<file path="src/rtl/wishbone_timer_slave_if.sv">
// Wishbone bus bundle between the CPU-side master and the timer slave.
// Latency: none, wires only.
// Backpressure: the slave holds off the master by delaying ack_o; the master keeps stb_i up until then.
//
// Signals:
//   adr_i   16-bit address        (master -> slave)
//   dat_i   8-bit write data      (master -> slave)
//   dat_o   8-bit read data       (slave -> master)
//   we_i    1 = write, 0 = read   (master -> slave)
//   stb_i   strobe                (master -> slave)
//   cyc_i   bus cycle             (master -> slave)
//   ack_o   acknowledge           (slave -> master)
interface wishbone_timer_slave_if;
    logic [15:0] adr_i;
    logic [7:0]  dat_i;
    logic [7:0]  dat_o;
    logic        we_i;
    logic        stb_i;
    logic        cyc_i;
    logic        ack_o;

    modport master (
        output adr_i, dat_i, we_i, stb_i, cyc_i,
        input  dat_o, ack_o
    );

    modport slave (
        input  adr_i, dat_i, we_i, stb_i, cyc_i,
        output dat_o, ack_o
    );
endinterface

</file>
<file path="src/rtl/wishbone_timer_slave.sv">
// 8-bit Wishbone slave: 16-bit timer with prescaler, compare match and level interrupt.
// Latency: one wait state -- ack_o and read data one cycle after a selected strobe, single-cycle pulse.
// Backpressure: none beyond the wait state; a held strobe gets a new access every second cycle.
//
// Ports:
//   clk_i  system clock, all state on the rising edge
//   rst_i  asynchronous active-low reset
//   bus    Wishbone slave modport (adr/dat/we/stb/cyc in, dat_o/ack_o out)
//   irq_o  interrupt request, MATCH & IRQ_EN
//
// Register map (offset from BASE, window of 8 bytes):
//   0 CTRL  {IRQ_EN, AUTO_RELOAD, EN}   1 PRESC
//   2 CMP_L 3 CMP_H                     4 CNT_L (read latches CNT_H shadow, write clears count)
//   5 CNT_H shadow (read-only)          6 STATUS {MATCH}, write 1 clears
//   7 reserved
module wishbone_timer_slave #(
    parameter logic [15:0] BASE = 16'h8000
) (
    input  logic                         clk_i,
    input  logic                         rst_i,
    wishbone_timer_slave_if.slave        bus,
    output logic                         irq_o
);

    // ---------------- bus decode ----------------
    logic        sel;
    logic [2:0]  offset;
    logic        ack;
    logic [7:0]  rdat;
    logic        acc;
    logic        wr;
    logic        rd;
    logic [7:0]  rdata;

    assign sel    = bus.cyc_i & bus.stb_i & (bus.adr_i[15:3] == BASE[15:3]);
    assign offset = bus.adr_i[2:0];
    // An access commits only on the edge that raises ack, so a held strobe
    // produces exactly one side effect per ack pulse.
    assign acc    = sel & ~ack;
    assign wr     = acc & bus.we_i;
    assign rd     = acc & ~bus.we_i;

    assign bus.ack_o = ack;
    assign bus.dat_o = rdat;

    // ---------------- registers ----------------
    logic        en;
    logic        auto_reload;
    logic        irq_en;
    logic        match;
    logic [7:0]  presc;
    logic [7:0]  pcnt;
    logic [15:0] cmp;
    logic [15:0] cnt;
    logic [7:0]  shadow;

    logic        tick;
    logic        hit;
    logic        wr_ctrl;
    logic        wr_cnt_l;
    logic        wr_status;

    assign tick      = en & (pcnt == presc);
    assign hit       = tick & (cnt == cmp);
    assign wr_ctrl   = wr & (offset == 3'd0);
    assign wr_cnt_l  = wr & (offset == 3'd4);
    assign wr_status = wr & (offset == 3'd6);

    assign irq_o = match & irq_en;

    always_comb begin
        rdata = 8'h00;
        case (offset)
            3'd0:    rdata = {5'b0, irq_en, auto_reload, en};
            3'd1:    rdata = presc;
            3'd2:    rdata = cmp[7:0];
            3'd3:    rdata = cmp[15:8];
            3'd4:    rdata = cnt[7:0];
            3'd5:    rdata = shadow;
            3'd6:    rdata = {7'b0, match};
            default: rdata = 8'h00;
        endcase
    end

    // Bus response: ack pulses for one cycle, read data only alongside it.
    always_ff @(posedge clk_i or negedge rst_i) begin
        if (!rst_i) begin
            ack  <= 1'b0;
            rdat <= 8'h00;
        end else begin
            ack  <= acc;
            rdat <= acc ? rdata : 8'h00;
        end
    end

    // Configuration registers.
    always_ff @(posedge clk_i or negedge rst_i) begin
        if (!rst_i) begin
            auto_reload <= 1'b0;
            irq_en      <= 1'b0;
            presc       <= 8'h00;
            cmp         <= 16'hFFFF;
        end else if (wr) begin
            case (offset)
                3'd0: begin
                    auto_reload <= bus.dat_i[1];
                    irq_en      <= bus.dat_i[2];
                end
                3'd1:    presc     <= bus.dat_i;
                3'd2:    cmp[7:0]  <= bus.dat_i;
                3'd3:    cmp[15:8] <= bus.dat_i;
                default: ;
            endcase
        end
    end

    // EN: a one-shot match stopping the timer overrides a software write on the same edge.
    always_ff @(posedge clk_i or negedge rst_i) begin
        if (!rst_i) begin
            en <= 1'b0;
        end else if (hit && !auto_reload) begin
            en <= 1'b0;
        end else if (wr_ctrl) begin
            en <= bus.dat_i[0];
        end
    end

    // MATCH: setting wins over a software clear on the same edge.
    always_ff @(posedge clk_i or negedge rst_i) begin
        if (!rst_i) begin
            match <= 1'b0;
        end else if (hit) begin
            match <= 1'b1;
        end else if (wr_status && bus.dat_i[0]) begin
            match <= 1'b0;
        end
    end

    // Prescaler and counter: a CNT_L write wins over a tick on the same edge.
    always_ff @(posedge clk_i or negedge rst_i) begin
        if (!rst_i) begin
            pcnt <= 8'h00;
            cnt  <= 16'h0000;
        end else begin
            if (wr_cnt_l || !en || tick) begin
                pcnt <= 8'h00;
            end else begin
                pcnt <= pcnt + 8'd1;
            end

            if (wr_cnt_l) begin
                cnt <= 16'h0000;
            end else if (hit) begin
                if (auto_reload) begin
                    cnt <= 16'h0000;
                end
            end else if (tick) begin
                cnt <= cnt + 16'd1;
            end
        end
    end

    // High byte is captured with the low-byte read so a 16-bit read is coherent.
    always_ff @(posedge clk_i or negedge rst_i) begin
        if (!rst_i) begin
            shadow <= 8'h00;
        end else if (rd && offset == 3'd4) begin
            shadow <= cnt[15:8];
        end
    end

endmodule

</file>
<file path="src/flat_wrapper.sv">
// flat-port wrapper written by rule: the top's interface ports become plain ports
module wishbone_timer_slave_flat 
#(
    parameter logic [15:0] BASE = 16'h8000
)
  (clk_i, rst_i, irq_o, bus_adr_i, bus_dat_i, bus_we_i, bus_stb_i, bus_cyc_i, bus_dat_o, bus_ack_o);
  wishbone_timer_slave_if bus_i ();
  input  logic clk_i;
  input  logic rst_i;
  output logic irq_o;
  input wire logic [$bits(bus_i.adr_i)-1:0] bus_adr_i;
  input wire logic [$bits(bus_i.dat_i)-1:0] bus_dat_i;
  input wire logic [$bits(bus_i.we_i)-1:0] bus_we_i;
  input wire logic [$bits(bus_i.stb_i)-1:0] bus_stb_i;
  input wire logic [$bits(bus_i.cyc_i)-1:0] bus_cyc_i;
  output wire logic [$bits(bus_i.dat_o)-1:0] bus_dat_o;
  output wire logic [$bits(bus_i.ack_o)-1:0] bus_ack_o;
  assign bus_i.adr_i = bus_adr_i;
  assign bus_i.dat_i = bus_dat_i;
  assign bus_i.we_i = bus_we_i;
  assign bus_i.stb_i = bus_stb_i;
  assign bus_i.cyc_i = bus_cyc_i;
  assign bus_dat_o = bus_i.dat_o;
  assign bus_ack_o = bus_i.ack_o;
  wishbone_timer_slave #(.BASE(BASE)) u_core (.clk_i(clk_i), .rst_i(rst_i), .bus(bus_i), .irq_o(irq_o));
endmodule
</file>
<file path="config.mk">
export PLATFORM = sky130hd
export DESIGN_NAME = wishbone_timer_slave_flat
export DESIGN_NICKNAME = d
export VERILOG_FILES = /design/src/rtl/wishbone_timer_slave_if.sv /design/src/rtl/wishbone_timer_slave.sv /design/src/flat_wrapper.sv
export SDC_FILE = /design/constraint.sdc
export NUM_CORES = 1
export LEC_CHECK = 0
export ABC_AREA = 1
export CORE_AREA = 2 2 91 93
export CTS_BUF_LIST = sky130_fd_sc_hd__clkbuf_8
export DETAILED_ROUTE_END_ITERATION = 7
export DIE_AREA = 0 0 93 95
export PLACE_DENSITY = 0.7
export SLEW_MARGIN = 30
export SYNTH_ARGS = -nofsm -noshare
export SYNTH_HDL_FRONTEND = slang
export SYNTH_SLANG_ARGS = --single-unit
</file>
<file path="constraint.sdc">
create_clock -name clk_i -period 2.3 [get_ports clk_i]
set_input_delay 0.23 -clock clk_i [delete_from_list [all_inputs] [get_ports clk_i]]
set_output_delay 0.23 -clock clk_i [all_outputs]
set_load 0.05 [all_outputs]
</file>
# --- Word level (Yosys, flattened, before mapping) ---
# Index checks and enable logic that the tools add are counted.
word_totals:
  register_bits: 69
  latch_bits: 0
  mem_bits_rw: 0
  rom_bits: 0
  output_inout_bits: 10
  n_memories: 0
op_classes:
  add_sub_neg: 2
  n_mul: 0
  div_mod_pow: 0
  order_cmp: 0
  n_eq_ne: 10
  n_shift: 0
  muxes: 11
  bitwise_logic: 13
  reduce_logical: 16
ops:
  columns: ["op", "n"]
  rows:
  - ["$mux W16", 4]
  - ["$pmux W8 S7", 1]
  - ["$add A16 B1 Y16 const B", 1]
  - ["$eq A16 B16 Y1", 1]
  - ["$mux W8", 2]
  - ["$eq A13 B13 Y1 const B", 1]
  - ["$and A1 B1 Y1", 11]
  - ["$reduce_and A2 Y1", 5]
  - ["$eq A3 B3 Y1 const B", 3]
  - ["$add A8 B1 Y8 const B", 1]
  - ["$eq A8 B8 Y1", 1]
  - ["$eq A3 B2 Y1 const B", 2]
  - ["$mux W1", 4]
  - ["$reduce_bool A2 Y1", 2]
  - ["$eq A3 B1 Y1 const B", 1]
  - ["$logic_and A1 B1 Y1", 3]
  - ["$logic_not A3 Y1", 1]
  - ["$ne A3 B2 Y1 const B", 1]
  - ["$reduce_bool A3 Y1", 1]
  - ["$logic_not A1 Y1", 2]
  - ["$logic_or A1 B1 Y1", 2]
  - ["$not A1 Y1", 2]

# --- Depth between registers and ports, before layout ---
depth:
  depth_word: 8
  depth_mapped: 13
  mapped_depth_nobuf: 11

# --- Worst setup path before layout ---
# No wires, ideal clock.
synth_timing:
  kind: "reg-to-reg"
  startpoint: "register u_core.ack, in the netlist u_core.bus.ack_o"
  endpoint: "register u_core.cnt[11]"
  setup_ns: 0.117
  t_arrival_ns: 1.596
  t_required_ns: 2.183
  slack_ns: 0.587
  stages_incl_launch_ff: 12
  n_path_buf: 1
  path_cell_list: "dfrtp_1 -> inv_1 -> nand4_1 -> nor2_1 -> nand2_1 -> nor2_4 -> nand2_2 -> nand3_1 -> inv_2 -> buf_2 -> nand3_1 -> nand2_1"
synth_between:
  elab_chain_len: 6
synth_lines:
  columns: ["element", "line", "text"]
  rows:
  - ["from (decl)", "wishbone_timer_slave.sv:28", "logic ack;"]
  - ["from (signal assigned)", "wishbone_timer_slave.sv:88", "ack <= 1'b0;"]
  - ["from (signal assigned)", "wishbone_timer_slave.sv:91", "ack <= acc;"]
  - ["$not A1 Y1 *", "wishbone_timer_slave.sv:39", "assign acc = sel & ~ack;"]
  - ["$and A1 B1 Y1 *", "wishbone_timer_slave.sv:39", null]
  - ["$and A1 B1 Y1 *", "wishbone_timer_slave.sv:40", "assign wr = acc & bus.we_i;"]
  - ["$and A1 B1 Y1 *", "wishbone_timer_slave.sv:66", "assign wr_cnt_l = wr & (offset == 3'd4);"]
  - ["$ne A3 B2 Y1 (no line) or $reduce_bool A3 Y1 (tied branches)", null, null]
  - ["$reduce_and A2 Y1 (no line)", null, null]
  - ["to (signal assigned)", "wishbone_timer_slave.sv:158", "cnt <= cnt + 16'd1;"]
  - ["to (decl)", "wishbone_timer_slave.sv:54", "logic [15:0] cnt;"]
# Mark *: on every way between the ends. The rest lies on a longest branch, timed or not.
# A chain may end at the register's enable or synchronous reset.

# --- Worst setup path in the final report ---
layout_timing:
  startpoint: "register u_core.irq_en"
  endpoint: "output port irq_o"
layout_between:
  elab_chain_len: 1
layout_lines:
  columns: ["element", "line", "text"]
  rows:
  - ["from (decl)", "wishbone_timer_slave.sv:49", "logic irq_en;"]
  - ["from (signal assigned)", "wishbone_timer_slave.sv:107", "irq_en <= bus.dat_i[2];"]
  - ["$and A1 B1 Y1", "wishbone_timer_slave.sv:69", "assign irq_o = match & irq_en;"]
  - ["to (decl)", "flat_wrapper.sv:10", "output logic irq_o;"]
# Every way passes these cells.

==> out/results.ini <==
[critical_path]
setup.worst_path.start=u_core.irq_en
cp-endpoint=irq_o
reg2reg_slack_ps=460
r2r_cells=11
path_max_fanout=3
r2r_start=u_core.cmp[12]
crit_type=reg2out
arrival_ps=1650
cp-end-kind=output port
start_kind=flip-flop
r2r-end=u_core.cnt[13]
worstPathRequired_ps=2070

[drt]
drt_wl_total_um=9990
vias_per_cell=5.18
ant_nets=0
firstDrtPassIters=5
vias=3593
drt-initial-drc-count=277
drc=0
avgRoutedWirePerCell_um=14.4

[sta]
timing.final.hold_violations=0
slew_violations=0
setup_violations=0
finalSetupTns_ps=0
clock_skew_ps=12.4
min_period_ps=1880
fin_crit_sh=0.816
fmax_ghz=0.533
worst_pin_slew_ps=578
slew_headroom=0.612
rsz0062_at_grt=no

[clocking]
numClockSinks=69
htreeDepth=3
cts_tree=built
insertion_delay_ps=360
clk_pin_slew_ps=70
ctsRootBufferMaster=clkbuf_8
post_cts_buffers=0
clock_path_buffers=2
cts_buffers=9

[run_status]
status=complete, no violations

[yosys]
syn_area_sq_um=3850
synth-edff-count=0
yosys.area.top_type=dfrtp_1
synth-seq-cells=69
synthCells=539
synth.avg_cell_area_sq_um=7.15
ys_warn_count=0
synth_area_leaders=dfrtp_1 (34%), nand2_1 (18%), dfstp_2 (11%)
synth_nets=570
synth_top_area_share=0.344
async_reset_ff_frac=1.00
synth-seq-area-share=0.453
synth_flop_cell=dfrtp_1
synth.distinct_cells=34

[cells_and_area]
nets=615
instances_no_fill=694
fillers=758
layout-drive-gt1-share=0.0798
layout_commonest_cell=nand2_1
antennaDiodeCount=0
layout_common_cells=nand2_1 (184), inv_1 (79), dfrtp_1 (53), nor2_1 (50), o21ai_0 (40)
multi_input_area_sq_um=1760
ff_latch_area_sq_um=1750
area_delta_synth_final_pct=18.5
postLayoutCoreUtil=0.576

[placed_design]
gp_congestion=0.940
dp_hpwl_um=7490
dp.cells=677
portBuffers=38

[floorplanning]
start_util=0.486
die_y_um=95
fp.coreArea_sq_um=7930
die_x_um=93
die-area_sq_um=8840
ios=39
rows=33

[global_route]
grt_max_degree=70
grt_pass1_vias=3388
grt_pass1_wl_um=16600
track_usage=0.246
grt.overflow.total=0
antenna_found_initial=0

[worst_hold_path]
hold_class=in2async

[power]
p_leak_nw=2.10
power_density_nw_per_um2=519
ir_drop_mv=0.335

[job]
max_cap_violations=0

state kept, by name (all words and copies together) (netlist names):
register            cells
u_core.auto_reload      1
u_core.shadow           8
u_core.bus.dat_o        8
u_core.irq_en           1
u_core.pcnt             8
u_core.bus.ack_o        1
u_core.match            1
u_core.cmp             16
u_core.en               1
u_core.presc            8
u_core.cnt             16
critical path: stages, from the launching register on:
cell	delay, ps
dfrtp_1	380
nand2_1	60
inv_1	50
clkdlybuf4s50_1	790
Yosys cell counts (2+ instances only):
library cell / instances
nand4_1: 6
nor2_4: 2
nor3_1: 8
ha_1: 2
nand2_2: 2
a31oi_1: 6
inv_1: 76
nor3b_1: 2
nor2_2: 2
clkbuf_1: 4
buf_2: 2
dfrtp_1: 53
xor2_1: 11
nand2_1: 184
a21oi_1: 11
dfstp_2: 16
nand3_1: 32
o21ai_0: 40
inv_2: 6
nor2_1: 50
o22ai_1: 11
routing by layer:
metal,track usage,vias to the layer above,share of wire
met5,0,-,0
met4,0.0931,0,0.032
met3,0.0567,23,0.061
met2,0.395,109,0.46
met1,0.324,1673,0.44
li1,-,1788,-
per-stage QoR:
stage / total power, mW / setup WS (ps) / hold WS, ps / area, sq um
finish: 2.37 / 423 / 389 / 4570
global route: 2.47 / 339 / 448 / 4570
CTS: 2.39 / 410 / 439 / 4570
detailed placement: 1.36 / 209 / 280 / 4350
global placement: 1.35 / 236 / 280 / 4350
floorplan: 1.26 / 587 / -65.6 / 3850
worst min-delay path by stage:
stage / start / endpoint / slack, ps / depth (start not counted)
2_1_floorplan: rst_i / u_core.auto_reload / -70 / 0
3_3_place_gp: rst_i / u_core.bus.ack_o / 280 / 2
3_5_place_dp: rst_i / u_core.bus.ack_o / 280 / 2
4_1_cts: rst_i / u_core.bus.ack_o / 440 / 3
5_1_grt: rst_i / u_core.bus.dat_o[2] / 450 / 3
6_report: rst_i / u_core.bus.ack_o / 390 / 3
where the power goes:
part | total [mW] | switching [mW] | internal (mW)
sequential | 1.21 | 0.0000611 | 1.21
clock | 1.04 | 0.462 | 0.579
combinational | 0.119 | 0.0646 | 0.0540
total | 2.37 | 0.526 | 1.85
cell type report:
type | instances | area share
multi-input combinational | 380 | 0.384
sequential | 69 | 0.382
timing repair buffer | 42 | 0.0920
inverter | 82 | 0.0674
clock buffer | 12 | 0.0361
tap | 105 | 0.0288
clock inverter | 4 | 0.00904
logic make-up after synthesis:
group,after synthesis,share of synthesized area
AOI/OAI and AO/OA,74,0.108
xor gates and xnor gates,12,0.0273
adders and majority gates,2,0.00649
buffers and inverters,90,0.0912
DFF,69,0.453
and+or+nand+nor,292,0.314
what timing repair did:
action                                  CTS  global route
hold buffers                              1             0
endpoints found under the setup margin    0             0
hold endpoints to repair                 53             0
gates resized for setup                   0             0
Power figures use the tool's default switching activity.
